## src/rtl/des_key_scheduler.sv

```systemverilog
// DES/3DES round-key generator: loads a 64-bit key, applies PC-1, then emits Rounds subkeys
// (PC-2 of the C/D register) one per valid/ready handshake, in encrypt or decrypt order.
module des_key_scheduler #(
  parameter int unsigned Rounds      = 16,
  parameter logic [15:0] ShiftMap    = 16'h8103,
  parameter bit          CheckParity = 1'b1
) (
  input  logic        clk_i,
  input  logic        rst_ni,
  input  logic        start_i,
  input  logic        decrypt_i,
  input  logic [63:0] key_i,
  input  logic        sub_ready_i,
  output logic        sub_valid_o,
  output logic [47:0] sub_key_o,
  output logic [3:0]  round_idx_o,
  output logic        busy_o,
  output logic        done_o,
  output logic        par_err_o
);

  // Tables use DES 1-based bit numbering, bit 1 = MSB of the source vector.
  localparam int unsigned Pc1Tab [56] = '{
    57, 49, 41, 33, 25, 17,  9,  1, 58, 50, 42, 34, 26, 18,
    10,  2, 59, 51, 43, 35, 27, 19, 11,  3, 60, 52, 44, 36,
    63, 55, 47, 39, 31, 23, 15,  7, 62, 54, 46, 38, 30, 22,
    14,  6, 61, 53, 45, 37, 29, 21, 13,  5, 28, 20, 12,  4
  };

  localparam int unsigned Pc2Tab [48] = '{
    14, 17, 11, 24,  1,  5,  3, 28, 15,  6, 21, 10,
    23, 19, 12,  4, 26,  8, 16,  7, 27, 20, 13,  2,
    41, 52, 31, 37, 47, 55, 30, 40, 51, 45, 33, 48,
    44, 49, 39, 56, 34, 53, 46, 42, 50, 36, 29, 32
  };

  localparam logic [3:0] LastIdx = 4'(Rounds - 1);

  typedef enum logic [0:0] {StIdle, StEmit} state_e;

  function automatic logic [55:0] pc1(input logic [63:0] k);
    logic [55:0] r;
    int unsigned src;
    r = '0;
    for (int i = 0; i < 56; i++) begin
      src = 64 - Pc1Tab[i];
      r[55-i] = k[src[5:0]];
    end
    return r;
  endfunction

  function automatic logic [47:0] pc2(input logic [55:0] cd);
    logic [47:0] r;
    int unsigned src;
    r = '0;
    for (int i = 0; i < 48; i++) begin
      src = 56 - Pc2Tab[i];
      r[47-i] = cd[src[5:0]];
    end
    return r;
  endfunction

  function automatic logic [27:0] rotl28(input logic [27:0] x, input logic two);
    return two ? {x[25:0], x[27:26]} : {x[26:0], x[27]};
  endfunction

  function automatic logic [27:0] rotr28(input logic [27:0] x, input logic two);
    return two ? {x[1:0], x[27:2]} : {x[0], x[27:1]};
  endfunction

  function automatic logic even_parity_any(input logic [63:0] k);
    logic bad;
    bad = 1'b0;
    for (int b = 0; b < 8; b++) begin
      if (~^k[8*b +: 8]) bad = 1'b1;
    end
    return bad;
  endfunction

  state_e      state_q;
  logic [55:0] cd_q;
  logic [3:0]  round_idx_q;
  logic        dec_q;
  logic        sub_valid_q;
  logic        busy_q;
  logic        done_q;
  logic        par_err_q;

  logic [55:0] key_pc1;
  logic [55:0] cd_load;
  logic [55:0] cd_step;
  logic [3:0]  enc_sel;
  logic [3:0]  dec_sel;

  always_comb begin
    key_pc1 = pc1(key_i);
    // Encrypt preloads the round-1 rotation; decrypt starts from CD16, which equals CD0.
    if (decrypt_i) begin
      cd_load = key_pc1;
    end else begin
      cd_load = {rotl28(key_pc1[55:28], !ShiftMap[0]), rotl28(key_pc1[27:0], !ShiftMap[0])};
    end
    enc_sel = round_idx_q + 4'd1;
    dec_sel = 4'd15 - round_idx_q;
    if (dec_q) begin
      cd_step = {rotr28(cd_q[55:28], !ShiftMap[dec_sel]),
                 rotr28(cd_q[27:0],  !ShiftMap[dec_sel])};
    end else begin
      cd_step = {rotl28(cd_q[55:28], !ShiftMap[enc_sel]),
                 rotl28(cd_q[27:0],  !ShiftMap[enc_sel])};
    end
  end

  always_ff @(posedge clk_i) begin
    if (!rst_ni) begin
      state_q     <= StIdle;
      cd_q        <= '0;
      round_idx_q <= '0;
      dec_q       <= 1'b0;
      sub_valid_q <= 1'b0;
      busy_q      <= 1'b0;
      done_q      <= 1'b0;
      par_err_q   <= 1'b0;
    end else begin
      done_q <= 1'b0;
      case (state_q)
        StIdle: begin
          if (start_i) begin
            cd_q        <= cd_load;
            round_idx_q <= '0;
            dec_q       <= decrypt_i;
            busy_q      <= 1'b1;
            sub_valid_q <= 1'b1;
            par_err_q   <= CheckParity ? even_parity_any(key_i) : 1'b0;
            state_q     <= StEmit;
          end
        end
        StEmit: begin
          if (sub_ready_i) begin
            if (round_idx_q == LastIdx) begin
              sub_valid_q <= 1'b0;
              busy_q      <= 1'b0;
              done_q      <= 1'b1;
              state_q     <= StIdle;
            end else begin
              round_idx_q <= round_idx_q + 4'd1;
              cd_q        <= cd_step;
            end
          end
        end
        default: state_q <= StIdle;
      endcase
    end
  end

  assign sub_valid_o = sub_valid_q;
  assign sub_key_o   = pc2(cd_q);
  assign round_idx_o = round_idx_q;
  assign busy_o      = busy_q;
  assign done_o      = done_q;
  assign par_err_o   = par_err_q;

endmodule

```

## config.mk

```make
export PLATFORM = sky130hd
export DESIGN_NAME = des_key_scheduler
export DESIGN_NICKNAME = d
export VERILOG_FILES = /design/src/rtl/des_key_scheduler.sv
export SDC_FILE = /design/constraint.sdc
export NUM_CORES = 1
export LEC_CHECK = 0
export ABC_AREA = 0
export CAP_MARGIN = 25
export CORE_MARGIN = 1
export CORE_UTILIZATION = 48
export CTS_BUF_LIST = sky130_fd_sc_hd__clkbuf_16
export CTS_CLUSTER_SIZE = 28
export DETAILED_ROUTE_END_ITERATION = 8
export MAX_ROUTING_LAYER = met4
export PLACE_DENSITY_LB_ADDON = 0.08
export REMOVE_ABC_BUFFERS = 1
export SYNTH_ARGS = -nofsm -noshare
export SYNTH_HDL_FRONTEND = slang
export SYNTH_SLANG_ARGS = --single-unit
export TNS_END_PERCENT = 10
```

## constraint.sdc

```tcl
create_clock -name clk_i -period 2.3 [get_ports clk_i]
set_clock_uncertainty 0.05 [all_clocks]
set_input_delay 0.46 -clock clk_i [delete_from_list [all_inputs] [get_ports clk_i]]
set_output_delay 0.46 -clock clk_i [all_outputs]
set_load 0.005 [all_outputs]
```

==> metrics.csv <==
stage,metric,value,unit
outcome,outcome,"complete, no violations",
synthesis,ys_types,31,
place,placed_cells,893,
drt,wl,18.04,mm
sta,worst_pin_slew,0.5384,ns
global_route,overflow,0,
power,powerDensity,556.3,nW/um2
synthesis,netlist_instances,681,
synthesis,yosys.area.top_type,dfxtp_1,
floorplan,fp.dieArea,13160,um2
clocking,clkTransAtPathRegs,0.06,ns
final_layout,stdcell_count,915,
setup_path,path_class,flip-flop to flip-flop,
sta,finalHoldViolCount,0,
clocking,cts-buffers-inserted,9,
floorplan,rows,40,
power,fin_total_pwr,0.004255,W
final_layout,num-nets-final,815,
drt,drt-initial-drc-count,365,
final_layout,drive_gt1_frac,0.1566,
power,seqPwrFrac,0.336,
synthesis,netlist_top_cells_area,"dfxtp_1, a211oi_1, mux2_2",
sta,drv_slew,0,
sta,setup_violations,0,
synthesis,synth_seq_cells,65,
clocking,cts_max_path_buffers,2,
setup_path,critPathRequiredTime,2.54,ns
power,internal-power,0.002912,W
global_route,grt_pass1_vias,5290,
synthesis,synth.avg_cell_area,8.957,um2
synthesis,synthFlopType,dfxtp_1,
synthesis,syn_area,6100,um2
setup_path,cp.arrival,2.46,ns
setup_path,critPathLaunch,round_idx_o[0]$_SDFFE_PN0P_,
worst_hold_path,min_path_type,flip-flop to flip-flop,
global_route,track_usage,0.2691,
setup_path,r2r_cells,8,
job,maxCapViolations,0,
power,p_comb_frac,0.350,
setup_path,crit_slowest_cell,a211oi_1,
final_layout,final_cell_mix,"clkdlybuf4s50_1, a211oi_1, dfxtp_1",
setup_path,slowest_delay,0.38,ns
power,ir_drop,0.0003347,V
synthesis,synth_top_area_frac,0.2133,
floorplan,num_io_pins,125,
place,io_buffers,124,
final_layout,fillers,1104,
place,dp_hpwl,11.61,mm
clocking,cts_sinks,65,
sta,fmax,0.4504,GHz
sta,slew_headroom,0.6411,
sta,worst_slack,0.07985,ns
synthesis,yosys_warnings,0,
final_layout,synthToLayoutAreaGrowth,25.39,%
global_route,grt_pass1_wl,27.14,mm
final_layout,n_antenna_cell,0,
setup_path,r2r-start,round_idx_o[0]$_SDFFE_PN0P_,
setup_path,crit_path_end_kind,flip-flop,
drt,vias,5509,
drt,dr.pass1.iters,5,
setup_path,startpoint_type,flip-flop,
final_layout,final_common_cell,clkdlybuf4s50_1,
setup_path,crit_fanout,28,
setup_path,crit_chain,"ha_2, mux2_4, a22o_2, buf_12, mux2i_1, a211oi_1, a22o_1, a21o_1",
clocking,cts_tree,done,
place,place_congestion,0.8428,
power,p_clk_frac,0.314,
worst_hold_path,hold_start,dec_q$_SDFFE_PN0P_,
sta,period_share,0.9653,
worst_hold_path,min_path_cells,2,
sta,fin_crit,2.220,ns
drt,route.detailed.drc,0,
floorplan,die_x,114.7,um
clocking,root_buffer,clkbuf_16,
drt,postRouteAntennaNets,0,
power,p_leak,3.485,nW
global_route,grt_max_degree,57,
floorplan,initial_core_util,0.4995,
sta,worst_hold_slack,0.4364,ns
drt,viasPerCell,6.021,
synthesis,ys_seq_area_frac,0.2133,
synthesis,synth_edf_count,0,
floorplan,core-area,12210,um2
clocking,cts.htree.levels,3,
power,p_sw_frac,0.3156,
drt,wl_per_cell,19.71,um
place,pre_cts_ws,-0.01581,ns
clocking,insertion_delay,0.34,ns
power,switchingPower,0.001343,W
synthesis,synthArstFlopShare,0,
global_route,antenna_found_initial,0,
floorplan,fp.dieH,114.7,um
## Yosys cell counts, types with 2 or more instances
library cell and instances:
a22o_1 57, nor2_1 9, a211oi_1 112, nor2b_1 59, and2_1 4, mux2_2 56, xnor2_1 51, buf_2 10
clkbuf_1 38, xor2_1 8, inv_1 2, buf_6 6, nand3_1 6, mux2i_1 56, a21o_1 56, buf_1 3
o21ai_0 7, dfxtp_1 65, ha_1 4, buf_4 51, nand2_1 8, a21boi_0 3, nand2b_1 2
## power groups by stage
stage          combinational [W]  sequential, W  clock [W]
6_report                 0.00149        0.00143    0.00134
4_1_cts                  0.00143        0.00143    0.00136
2_1_floorplan           0.000805        0.00142          0
3_3_place_gp             0.00140        0.00144          0
5_1_grt                  0.00159        0.00145    0.00140
3_5_place_dp             0.00142        0.00145          0
## final timing paths
kind	slack [ns]	endpoint
setup / recovery	0.08	cd_q[13]$_SDFFE_PN0P_
hold / removal	0.44	dec_q$_SDFFE_PN0P_
setup reg to reg	0.08	cd_q[13]$_SDFFE_PN0P_
hold reg to reg	0.44	dec_q$_SDFFE_PN0P_
## per-stage QoR
| stage | setup TNS (ns) | util | cell area (um2) |
|---|---|---|---|
| 3_3_place_gp | 0 | 0.5916 | 7224 |
| 6_report | 0 | 0.6263 | 7649 |
| 2_1_floorplan | -108.97 | - | 5445 |
| 5_1_grt | -0.02507 | 0.6263 | 7649 |
| 4_1_cts | 0 | 0.6145 | 7505 |
| 3_5_place_dp | -0.01581 | 0.5916 | 7224 |
## flip-flops by register name, summed over array words and instances (netlist names)
name / count
dec_q: 1
state_q: 1
busy_o: 1
par_err_o: 1
round_idx_o: 4
done_o: 1
cd_q: 56
## final cells by class
class	instances	area, um2	area share
clock inverter	7	55.05	0.007198
timing repair buffer	158	1669	0.2182
inverter	2	7.507	0.0009815
tap	168	210.2	0.02748
multi-input combinational	506	4175	0.5459
sequential	65	1306	0.1708
clock buffer	9	225.2	0.02945
## cell families (layout without fill, tap and decap cells)
family                     count (synthesis)  count (layout)  share of synthesized area
buffers and inverters                    110             176                     0.1085
muxes                                    113             113                     0.1977
adders and majority gates                  4               4                   0.008205
DFF                                       65              65                     0.2133
AOI/OAI and AO/OA                        239             239                     0.3024
and+or+nand+nor                           91              91                    0.08513
xor gates and xnor gates                  59              59                    0.08472
## layer usage
metal	track usage	vias to the layer above	wire, um
met5	-	-	0
met4	0.1004	0	497
met3	0.03017	33	1044
met2	0.4255	211	8193
met1	0.3530	2633	8302
li1	-	2632	-
## timing repair
action,4_1_cts,5_1_grt
resized for setup,0,10
setup buffers,0,1
setup endpoints to repair,0,55
hold buffers,0,0
## worst max-delay path: cells and delay by family, from the launching register on
| kind | cells | cell delay, ns |
|---|---|---|
| AOI/OAI and AO/OA | 4 | 0.96 |
| adders and majority gates | 1 | 0.21 |
| buffers and inverters | 1 | 0.20 |
| DFF | 1 | 0.33 |
| muxes | 2 | 0.41 |
(Power assumes the default switching activity.)
==> edit, RTL diff (same settings) <==
The parameter `CheckParity` goes from 1'b1 to 1'b0.
--- a/src/rtl/des_key_scheduler.sv
+++ b/src/rtl/des_key_scheduler.sv
@@ -5,3 +5,3 @@
   parameter logic [15:0] ShiftMap    = 16'h8103,
-  parameter bit          CheckParity = 1'b1
+  parameter bit          CheckParity = 1'b0
 ) (
Behaviour: not the same (a bounded check fails within 4 cycles, from zero or initial values and one cycle with rst_ni low).
==> edit against the original RTL <==
Total power down 13%. Final area down 8.7%. Clock power down 11%. Routed wire length down 20%. Fmax up 1.5%. Area after synthesis down 9.6%. Combinational power down 24%. Worst setup slack better by 32 ps. Sequential cell count down 1.
==> edit: results <==
[outcome]
status = "finished, final reports clean"

[power_and_ir_drop]
p_leak_nw = 2.74
clkPwrFrac_pct = 32.0
powerDensity_nw_per_um2 = 532

[synthesis]
ys_types = 36
synth_commonest_cells = "o21ai_0 (106), o21ai_1 (67), dfxtp_1 (64)"
synth_area_leaders = "dfxtp_1 (23%), a221oi_2 (14%), mux2_2 (12%)"
synth_cells = 636

[critical_path]
rr_worst_depth = 11
critPathMaxStageDelay_ps = 360
r2r_slack_ps = 110
r2r-end = "cd_q[53]"

[place]
hpwlAfterDp_um = 9010
place_inst = 805
place_congestion = 0.802
dpl-instance-area_um2 = 6440
pre_cts_ws_ps = -34.8

[cells_and_area]
num-fill-cells = 957
nNetsFinal = 759
instances_no_fill = 830

[global_routing]
grt_pass1_vias = 4575
grtUsageMet1_pct = 33.9
grt_use_met2_pct = 37.1
grt_usage_pct = 24.9
grt_max_degree = 82
grtUsageMet3_pct = 3.71

[routing]
routed-wl-met3_um = 665
viasPerCell = 5.93
m1WireLength_um = 6840
first_iter_violations = 330

[timing]
hold_ws_ps = 468
max_freq_mhz = 457

[clock_network]
ctsResizeCount = 1
## edit: cell count changes in the layout (fill, tap and decap cells not counted), moves of 9 or more
| cell | change |
|---|---|
| o21ai_1 | +66 |
| o21ai_0 | +99 |
| xnor2_1 | -51 |
| a22o_1 | -56 |
| clkdlybuf4s50_1 | -9 |
| a221oi_2 | +44 |
| a211oi_1 | -111 |
| nor2b_1 | -57 |
| nand2_1 | +54 |
| a21o_1 | -56 |
## edit: worst min-delay path by stage
stage / to / cells after the start / startpoint
final: cd_q[25] / 2 / cd_q[25]
after global routing: cd_q[25] / 2 / cd_q[25]
after CTS: cd_q[25] / 2 / cd_q[25]
after detailed placement: cd_q[25] / 2 / cd_q[25]
after global placement: cd_q[25] / 2 / cd_q[25]
after floorplan: cd_q[25] / 2 / cd_q[25]
## edit: worst register-to-register path, stage by stage, from the launching register on
cell	delay, ps
dfxtp_4	360
ha_4	170
buf_4	160
and2_0	160
a21oi_2	150
o21a_2	150
buf_4	110
a21oi_4	60
buf_6	150
clkbuf_16	160
a221oi_4	290
o21ai_1	100
## edit: cell type report
class / count / area, um^2 / share of cell area, %
clock inverter: 7 / 26.3 / 0.376
sequential: 64 / 1290 / 18.4
clock buffer: 9 / 225 / 3.23
tap: 140 / 175 / 2.51
inverter: 7 / 26.3 / 0.376
timing repair buffer: 147 / 1600 / 22.9
multi-input combinational: 456 / 3650 / 52.2
## edit: cells by family (layout without fill, tap and decap cells)
group                      after synthesis  count (layout)  synth area share, %
and+or+nand+nor                         92              92                 7.53
adders and majority gates                5               5                 1.13
AOI/OAI and AO/OA                      238             238                 31.6
DFF                                     64              64                 23.2
buffers and inverters                  116             170                 13.3
other                                    1               1               0.0680
muxes                                  117             117                 22.6
xor gates and xnor gates                 3               3                0.477
